<file path="src/rtl/ram_word_seq_pkg.sv">
// Shared types and default sizes for the bit-serial RAM word sequencer.
// Optional feature macro: RAM_WORD_SEQ_VERIFY_EN (adds the VERIFY state).
package ram_word_seq_pkg;

  localparam int WORD_W_DEF = 8;
  localparam int ADDR_W_DEF = 6;

  // Fixed encodings keep state values stable across builds with and without verify.
  typedef enum logic [2:0] {
    ST_IDLE   = 3'd0,
    ST_READ   = 3'd1,
    ST_WRITE  = 3'd2,
`ifdef RAM_WORD_SEQ_VERIFY_EN
    ST_VERIFY = 3'd3,
`endif
    ST_DONE   = 3'd4
  } state_e;

endpackage

</file>
<file path="src/rtl/ram_seq_shifter.sv">
// Word shift register plus bit counter for the RAM word sequencer.
// Write data rotates through bit 0 so it is intact again for a verify pass;
// read data enters at the MSB so the first bit read ends up at bit 0.
module ram_seq_shifter
  import ram_word_seq_pkg::*;
#(
  parameter  int WORD_W = WORD_W_DEF,
  localparam int CNT_W  = (WORD_W > 1) ? $clog2(WORD_W) : 1
) (
  input  logic              clk,
  input  logic              clear_n,
  input  logic              load_i,       // accept: load word, restart count
  input  logic [WORD_W-1:0] load_word_i,
  input  logic              step_i,       // advance one bit
  input  logic              rotate_i,     // 1: recirculate bit 0, 0: shift in bit_i
  input  logic              bit_i,
  output logic              cur_bit_o,
  output logic              last_o,
  output logic [CNT_W-1:0]  cnt_o,
  output logic [WORD_W-1:0] word_next_o   // register contents after this step
);

  logic [WORD_W-1:0] shreg_q, shreg_d;
  logic [CNT_W-1:0]  cnt_q, cnt_d;
  logic              in_bit;

  assign cur_bit_o   = shreg_q[0];
  assign cnt_o       = cnt_q;
  assign last_o      = (cnt_q == CNT_W'(WORD_W - 1));
  assign in_bit      = rotate_i ? shreg_q[0] : bit_i;
  // Shift form works for WORD_W = 1 as well, where a part-select would not.
  assign word_next_o = (shreg_q >> 1) | (WORD_W'(in_bit) << (WORD_W - 1));

  // Next-state: load on accept, otherwise shift and count while stepping.
  always_comb begin
    // NOTE: default every always_comb output first so no path leaves it unassigned (no latch).
    shreg_d = shreg_q;
    cnt_d   = cnt_q;
    if (load_i) begin
      shreg_d = load_word_i;
      cnt_d   = '0;
    end else if (step_i) begin
      shreg_d = word_next_o;
      cnt_d   = last_o ? '0 : cnt_q + CNT_W'(1);
    end
  end

  // State registers with synchronous clear.
  always_ff @(posedge clk) begin
    if (!clear_n) begin
      // NOTE: the word register is a plain flop vector, so clearing it is cheap and required here.
      shreg_q <= '0;
      cnt_q   <= '0;
    end else begin
      // NOTE: sequential state uses non-blocking assignments only.
      shreg_q <= shreg_d;
      cnt_q   <= cnt_d;
    end
  end

endmodule

</file>
<file path="src/rtl/ram_word_seq.sv">
// Bit-serial word sequencer between the datapath and a 2^ADDR_W x 1 RAM.
// One request walks WORD_W consecutive addresses (wrapping), LSB at base.
// Optional feature macro: RAM_WORD_SEQ_VERIFY_EN (write read-back verify, rsp_err).
module ram_word_seq
  import ram_word_seq_pkg::*;
#(
  parameter int WORD_W = WORD_W_DEF,
  parameter int ADDR_W = ADDR_W_DEF
) (
  input  logic              clk,
  input  logic              clear_n,
  input  logic              req_valid,
  output logic              req_ready,
  input  logic              req_write,
  input  logic [ADDR_W-1:0] req_addr,
  input  logic [WORD_W-1:0] req_wdata,
  output logic              rsp_valid,
  output logic [WORD_W-1:0] rsp_rdata,
  output logic              rsp_err,
  output logic [ADDR_W-1:0] ram_address,
  output logic              ram_datain,
  output logic              ram_store,
  input  logic              ram_dataout
);

  localparam int CNT_W = (WORD_W > 1) ? $clog2(WORD_W) : 1;

  state_e            state_q, state_d;
  logic [ADDR_W-1:0] base_q, base_d;
  logic [WORD_W-1:0] rdata_q, rdata_d;

  logic              active;
  logic              load;
  logic              cur_bit;
  logic              last;
  logic [CNT_W-1:0]  cnt;
  logic [WORD_W-1:0] word_next;

`ifdef RAM_WORD_SEQ_VERIFY_EN
  logic err_q, err_d;
  logic mismatch;
  assign active   = (state_q == ST_READ) || (state_q == ST_WRITE) || (state_q == ST_VERIFY);
  assign mismatch = (state_q == ST_VERIFY) && (cur_bit != ram_dataout);
  assign rsp_err  = err_q;
`else
  assign active   = (state_q == ST_READ) || (state_q == ST_WRITE);
  assign rsp_err  = 1'b0;
`endif

  assign load      = (state_q == ST_IDLE) && req_valid;
  assign req_ready = (state_q == ST_IDLE);
  assign rsp_valid = (state_q == ST_DONE);
  assign rsp_rdata = rdata_q;

  // RAM pins are parked at 0 outside an active walk. Store is also gated by
  // clear_n so a reset edge landing mid-write never commits that cycle's bit.
  assign ram_address = active ? base_q + ADDR_W'(cnt) : '0;
  assign ram_datain  = (state_q == ST_WRITE) ? cur_bit : 1'b0;
  assign ram_store   = (state_q == ST_WRITE) && clear_n;

  ram_seq_shifter #(.WORD_W(WORD_W)) u_shifter (
    .clk         (clk),
    .clear_n     (clear_n),
    .load_i      (load),
    .load_word_i (req_write ? req_wdata : '0),
    .step_i      (active),
    .rotate_i    (state_q != ST_READ),
    .bit_i       (ram_dataout),
    .cur_bit_o   (cur_bit),
    .last_o      (last),
    .cnt_o       (cnt),
    .word_next_o (word_next)
  );

  // Sequencer FSM next-state and response capture.
  always_comb begin
    state_d = state_q;
    base_d  = base_q;
    rdata_d = rdata_q;
`ifdef RAM_WORD_SEQ_VERIFY_EN
    err_d   = err_q;
`endif
    case (state_q)
      ST_IDLE: begin
        if (req_valid) begin
          base_d  = req_addr;
          state_d = req_write ? ST_WRITE : ST_READ;
`ifdef RAM_WORD_SEQ_VERIFY_EN
          err_d   = 1'b0;
`endif
        end
      end
      ST_READ: begin
        if (last) begin
          rdata_d = word_next;
          state_d = ST_DONE;
        end
      end
      ST_WRITE: begin
        if (last) begin
`ifdef RAM_WORD_SEQ_VERIFY_EN
          state_d = ST_VERIFY;
`else
          state_d = ST_DONE;
`endif
        end
      end
`ifdef RAM_WORD_SEQ_VERIFY_EN
      ST_VERIFY: begin
        if (mismatch) err_d = 1'b1;
        if (last) state_d = ST_DONE;
      end
`endif
      ST_DONE:  state_d = ST_IDLE;
      default:  state_d = ST_IDLE;
    endcase
  end

  // FSM and response registers with synchronous clear; an aborted access never responds.
  always_ff @(posedge clk) begin
    if (!clear_n) begin
      state_q <= ST_IDLE;
      base_q  <= '0;
      rdata_q <= '0;
`ifdef RAM_WORD_SEQ_VERIFY_EN
      err_q   <= 1'b0;
`endif
    end else begin
      state_q <= state_d;
      base_q  <= base_d;
      rdata_q <= rdata_d;
`ifdef RAM_WORD_SEQ_VERIFY_EN
      err_q   <= err_d;
`endif
    end
  end

endmodule

</file>
<file path="config.mk">
export PLATFORM = sky130hd
export DESIGN_NAME = ram_word_seq
export DESIGN_NICKNAME = d
export VERILOG_FILES = /design/src/rtl/ram_word_seq_pkg.sv /design/src/rtl/ram_seq_shifter.sv /design/src/rtl/ram_word_seq.sv
export SDC_FILE = /design/constraint.sdc
export NUM_CORES = 1
export LEC_CHECK = 0
export CORE_UTILIZATION = 48
export DETAILED_ROUTE_END_ITERATION = 10
export PLACE_DENSITY_LB_ADDON = 0.08
export RECOVER_POWER = 25
export SYNTH_ARGS = -nofsm -noshare
export SYNTH_HDL_FRONTEND = slang
export SYNTH_SLANG_ARGS = --single-unit
</file>
<file path="constraint.sdc">
create_clock -name clk -period 2.12 [get_ports clk]
set_input_delay 0.318 -clock clk [delete_from_list [all_inputs] [get_ports clk]]
set_output_delay 0.318 -clock clk [all_outputs]
set_load 0.02 [all_outputs]
</file>
# After elaboration in Yosys (flattened, before gate mapping)
# Index checks and enable logic that the tools add are counted.
[totals] out_inout_bits=19 elab_cells=37 inputBits=19 reg_bits=28
[op_classes] reduce_logical=10 n_addsub=2 mux=11 bitwise_logic=2 eq_ne=7
[op_table] cell="$mux W8" n=3
[op_table] cell="$mux W3" n=3
[op_table] cell="$or A7 B8 Y8" n=1
[op_table] cell="$add A6 B3 Y6" n=1
[op_table] cell="$eq A3 B3 Y1 const B" n=2
[op_table] cell="$mux W6" n=1
[op_table] cell="$pmux W3 S2" n=1
[op_table] cell="$reduce_and A2 Y1" n=3
[op_table] cell="$reduce_or A2 Y1" n=2
[op_table] cell="$add A3 B1 Y3 const B" n=1
[op_table] cell="$eq A3 B1 Y1 const B" n=1
[op_table] cell="$eq A3 B2 Y1 const B" n=1
[op_table] cell="$logic_not A3 Y1" n=1
[op_table] cell="$ne A3 B1 Y1 const B" n=1
[op_table] cell="$logic_and A1 B1 Y1" n=2
[op_table] cell="$mux W1" n=2
[op_table] cell="$mux W2" n=1
[op_table] cell="$ne A2 B1 Y1 const B" n=1
[op_table] cell="$ne A2 B2 Y1 const B" n=1
[op_table] cell="$reduce_bool A2 Y1" n=1
[op_table] cell="$logic_or A1 B1 Y1" n=1
[op_table] cell="$not A1 Y1" n=1

# Longest topological paths before layout
# Gate-level depths: netlist (run 1).
[logic_depth] word_depth=5 depth_mapped=7 depth_no_buf=7

# Modules after synthesis
# Synthesis (run 1) repeated with hierarchy kept, for this count alone.
[hier_totals] cells_unflattened=171 area_unflattened_um2=1586.5
[modules_own_cells] mod="ram_word_seq" cells_per_inst=120 seq_area_each_um2=340.3 n_inst=1 area_each_um2=1016.0
[modules_own_cells] mod="ram_seq_shifter" cells_per_inst=51 seq_area_each_um2=220.2 n_inst=1 area_each_um2=570.5

# Least setup slack after synthesis (run 1)
# OpenSTA, ideal clock, no wires.
[synth_timing] kind="register to output" startpoint="reg state_q[1]" endpoint="out ram_datain" t_required_ps=1802 stages_incl_launch_ff=4 n_path_buf=2 slack_ps=159 arrival_ps=1643 path_cell_list="dfxtp_1 -> clkbuf_1 -> clkbuf_1 -> nor4b_1"
[synth_via] elab_chain_len=2
[synth_rtl] element="start, declared" line="ram_word_seq.sv:28" rtl="state_e state_q, state_d;"
[synth_rtl] element="start signal, assigned" line="ram_word_seq.sv:129" rtl="state_q <= state_d;"
[synth_rtl] element="$eq A3 B2 Y1" line="ram_word_seq.sv:58" rtl="assign ram_datain = (state_q == ST_WRITE) ? cur_bit : 1'b0;"
[synth_rtl] element="$mux W1" line="ram_word_seq.sv:58"
[synth_rtl] element="end, declared" line="ram_word_seq.sv:21" rtl="output logic ram_datain,"
# No other way between the ends.

# Final worst setup path (run 1)
[layout_timing] startpoint="reg u_shifter.cnt_q[0], in the netlist u_shifter.cnt_o[0]" endpoint="out ram_address[4]"
[layout_via] elab_chain_len=2
[layout_rtl] element="start, declared" line="ram_seq_shifter.sv:24" rtl="logic [CNT_W-1:0] cnt_q, cnt_d;"
[layout_rtl] element="start signal, assigned" line="ram_seq_shifter.sv:57" rtl="cnt_q <= cnt_d;"
[layout_rtl] element="$add A6 B3 Y6" line="ram_word_seq.sv:57" rtl="assign ram_address = active ? base_q + ADDR_W'(cnt) : '0;"
[layout_rtl] element="$mux W6" line="ram_word_seq.sv:57"
[layout_rtl] element="end, declared" line="ram_word_seq.sv:20" rtl="output logic [ADDR_W-1:0] ram_address,"
# No other way between the ends.

==> results of run 1 <==
==> cell usage after synthesis <==
cell / n
a211o_1: 1
a211oi_1: 1
a21o_1: 1
a21oi_1: 20
a221o_1: 1
a31oi_1: 1
and2_1: 1
buf_2: 3
buf_4: 1
buf_6: 1
clkbuf_1: 7
conb_1: 1
dfxtp_1: 28
fa_1: 1
ha_1: 5
inv_1: 7
mux2i_1: 15
nand2_1: 4
nand2b_1: 2
nor2_1: 8
nor2b_1: 21
nor3_1: 8
nor3b_1: 2
nor4b_1: 2
o2111ai_1: 1
o21ai_0: 14
o22ai_1: 3
o31a_1: 4
or2_1: 1
or3_1: 1
xnor2_1: 1
xor2_1: 3
==> sequential cells by signal, summed over array words and instances, names as in the netlist <==
signal	count
state_q	3
base_q	6
u_shifter.shreg_q	8
u_shifter.cnt_o	3
rsp_rdata	8
==> final timing paths <==
path / cells after the start / end / slack (ns) / start
setup reg to reg: 9 / rsp_rdata[6] / 0.19 / u_shifter.cnt_o[0]
hold / removal: 2 / rsp_rdata[1] / 0.53 / rsp_rdata[1]
setup / recovery: 8 / ram_address[4] / -0.11 / u_shifter.cnt_o[0]
hold reg to reg: 2 / rsp_rdata[1] / 0.53 / rsp_rdata[1]
==> worst register-to-register path, cell delays in order, from the launching register on <==
cell	delay (ns)
dfxtp_2	0.39
buf_4	0.11
buf_4	0.10
ha_1	0.15
ha_1	0.18
inv_1	0.10
nor4b_2	0.30
buf_4	0.25
mux2i_1	0.20
nor2b_1	0.06
==> cells by family (layout without fill, tap and decap cells) <==
family / Yosys count / in the layout / share of synthesized area (%)
multiplexers: 15 / 15 / 10.2
flip-flops: 28 / 28 / 38.1
other: 1 / 1 / 0.255
adder cells (fa/ha/maj): 6 / 6 / 5.61
XOR/XNOR: 4 / 4 / 2.38
AO/OA/AOI/OAI: 47 / 47 / 18.5
AND/OR/NAND/NOR: 50 / 50 / 19.0
buffers and inverters: 19 / 63 / 5.87
==> per-layer routing <==
layer	wire length (microns)	share of wire (%)	vias to the layer above	track usage [%]
li1	-	-	681	-
met1	1420	41	647	26.3
met2	1880	55	31	40.2
met3	124	3.6	2	5.67
met4	12	0.35	0	4.88
met5	0	0	-	0
==> power breakdown <==
group / total (W) / internal, W / switching [W]
combinational: 0.000259 / 0.000134 / 0.000125
sequential: 0.000587 / 0.000559 / 0.0000279
clock: 0.000355 / 0.000191 / 0.000164
total: 0.00120 / 0.000885 / 0.000316
==> stage by stage <==
step | setup TNS (ns) | power (W) | utilization, %
final | -0.114 | 0.00120 | 70.9
after floorplan | 0 | 0.000747 | -
after global routing | -0.359 | 0.00126 | 70.9
after CTS | -0.114 | 0.00121 | 70.3
after detailed placement | -0.426 | 0.000852 | 68.2
after global placement | -0.174 | 0.000841 | 68.2
==> cell type report <==
type                            count  share of cell area (%)
Clock inverter                      1                    1.50
Sequential cell                    28                    28.2
Timing Repair Buffer               52                    22.7
Multi-Input combinational cell    123                    43.2
Clock buffer                        3                    1.12
Inverter                            7                    1.31
Tap cell                           31                    1.94
==> timing repair <==
item	4_1_cts	5_1_grt
hold buffers	0	0
endpoints found under the setup margin	9	6
buffers inserted	1	0
pin swaps	0	5
gates cloned	0	0
resized for setup	31	10
==> results.cfg, run 1 <==
[global_routing]
grt_start_max_net_pins = 25
grt_pass1_wl_microns = 5750
antenna_found_initial = 0
grt.overflow.total = 0
track_usage_pct = 22.2
grt_pass1_vias = 1297

[floorplanning]
dieArea_sq_um = 3290
io_pins = 38
die_h_microns = 57.4
die_width_microns = 57.4
placementRows = 19
initial_core_util_pct = 52.0
fp.coreArea_sq_um = 2830

[status]
status = finished, violations left
failed_checks = design-rule violations, negative setup slack

[worst_setup_path]
path_delay_family = adder cells
cpMaxStageDelayCell = dfxtp_2
worstPathMaxFanout = 2
crit_buf_inv = 2
cp-end-kind = output pin
crit_arrival_ns = 1.92
path_class = reg -> out
critPathMaxStageDelay_ns = 0.39
crit_chain = ha_4 -> inv_2 -> fa_2 -> nor2b_4 -> o21ai_2 -> xor2_1 -> nor2_1 -> buf_4
required_ns = 1.80
start_kind = flop

[placed_design]
post-dp-hpwl_microns = 2570
gp_congestion = 0.826
placed_cell_area_sq_um = 1930
port_buffers = 36
place_ws_ns = -0.316
placedCellCount = 240

[cts]
path_clk_slew_ns = 0.15
cts_tree = yes
htreeDepth = 1
clock_latency_ns = 0.34
cts_buffer_depth = 2
numCtsBuffers = 3
cts-root-buf = clkbuf_4
cts.sinks = 28

[routing]
wl_per_cell_microns = 14.0
drc = 3
wirelength_microns = 3440
vias = 1361
viasPerCell = 5.56
firstDrtPassIters = 8
postRouteAntennaNets = 0
drtIter0Drc = 53

[timing]
max_freq_mhz = 448
fin_crit_sh_pct = 105
drv_slew = 0
finClkSkew_ns = 0.00575
rsz0062_at_grt = yes
fin_crit_ns = 2.23
finalSetupViolCount = 1
hold_viol_final = 0
holdWs_ns = 0.535
setup_slack_ns = -0.114

[finish]
final_common_cell = clkdlybuf4s50_1
register_area_sq_um = 566
area_growth_pct = 36.2
fillerInstances = 231
final_cell_mix = 26 x clkdlybuf4s50_1, 24 x dfxtp_1, 20 x nor2b_1
postLayoutCellArea_sq_um = 2000
fin_nets = 240
multi_input_area_sq_um = 866
fin_cells = 245
diodes = 0
drive_gt1_share_pct = 17.8

[synth]
synth.distinct_cells = 32
yosysTopAreaCell = dfxtp_1
synth_area_leaders = dfxtp_1 38%, mux2i_1 10%, nor2b_1 8.9%
synth-seq-cells = 28
syn_area_per_cell_sq_um = 8.66
ys_seq_area_share_pct = 38.1
synth_top_area_share_pct = 38.1
syn-cell-area_sq_um = 1470
syn_inst = 170
yosys_warnings = 0
synthesis.nets = 195

[power_and_ir_drop]
power_leakage_nw = 0.798
powerDensity_nw_per_um2 = 599
ir_drop_mv = 0.507

[job]
drv_cap = 0

[hold_path]
min_path_type = reg -> reg
No activity file was read; power rests on OpenSTA's default activity.
==> run 2, diff against run 1 <==
CAP_MARGIN = 20   (was unset)
==> results of run 2 <==
The final DEF is identical to that of run 1; final timing and power are the same.
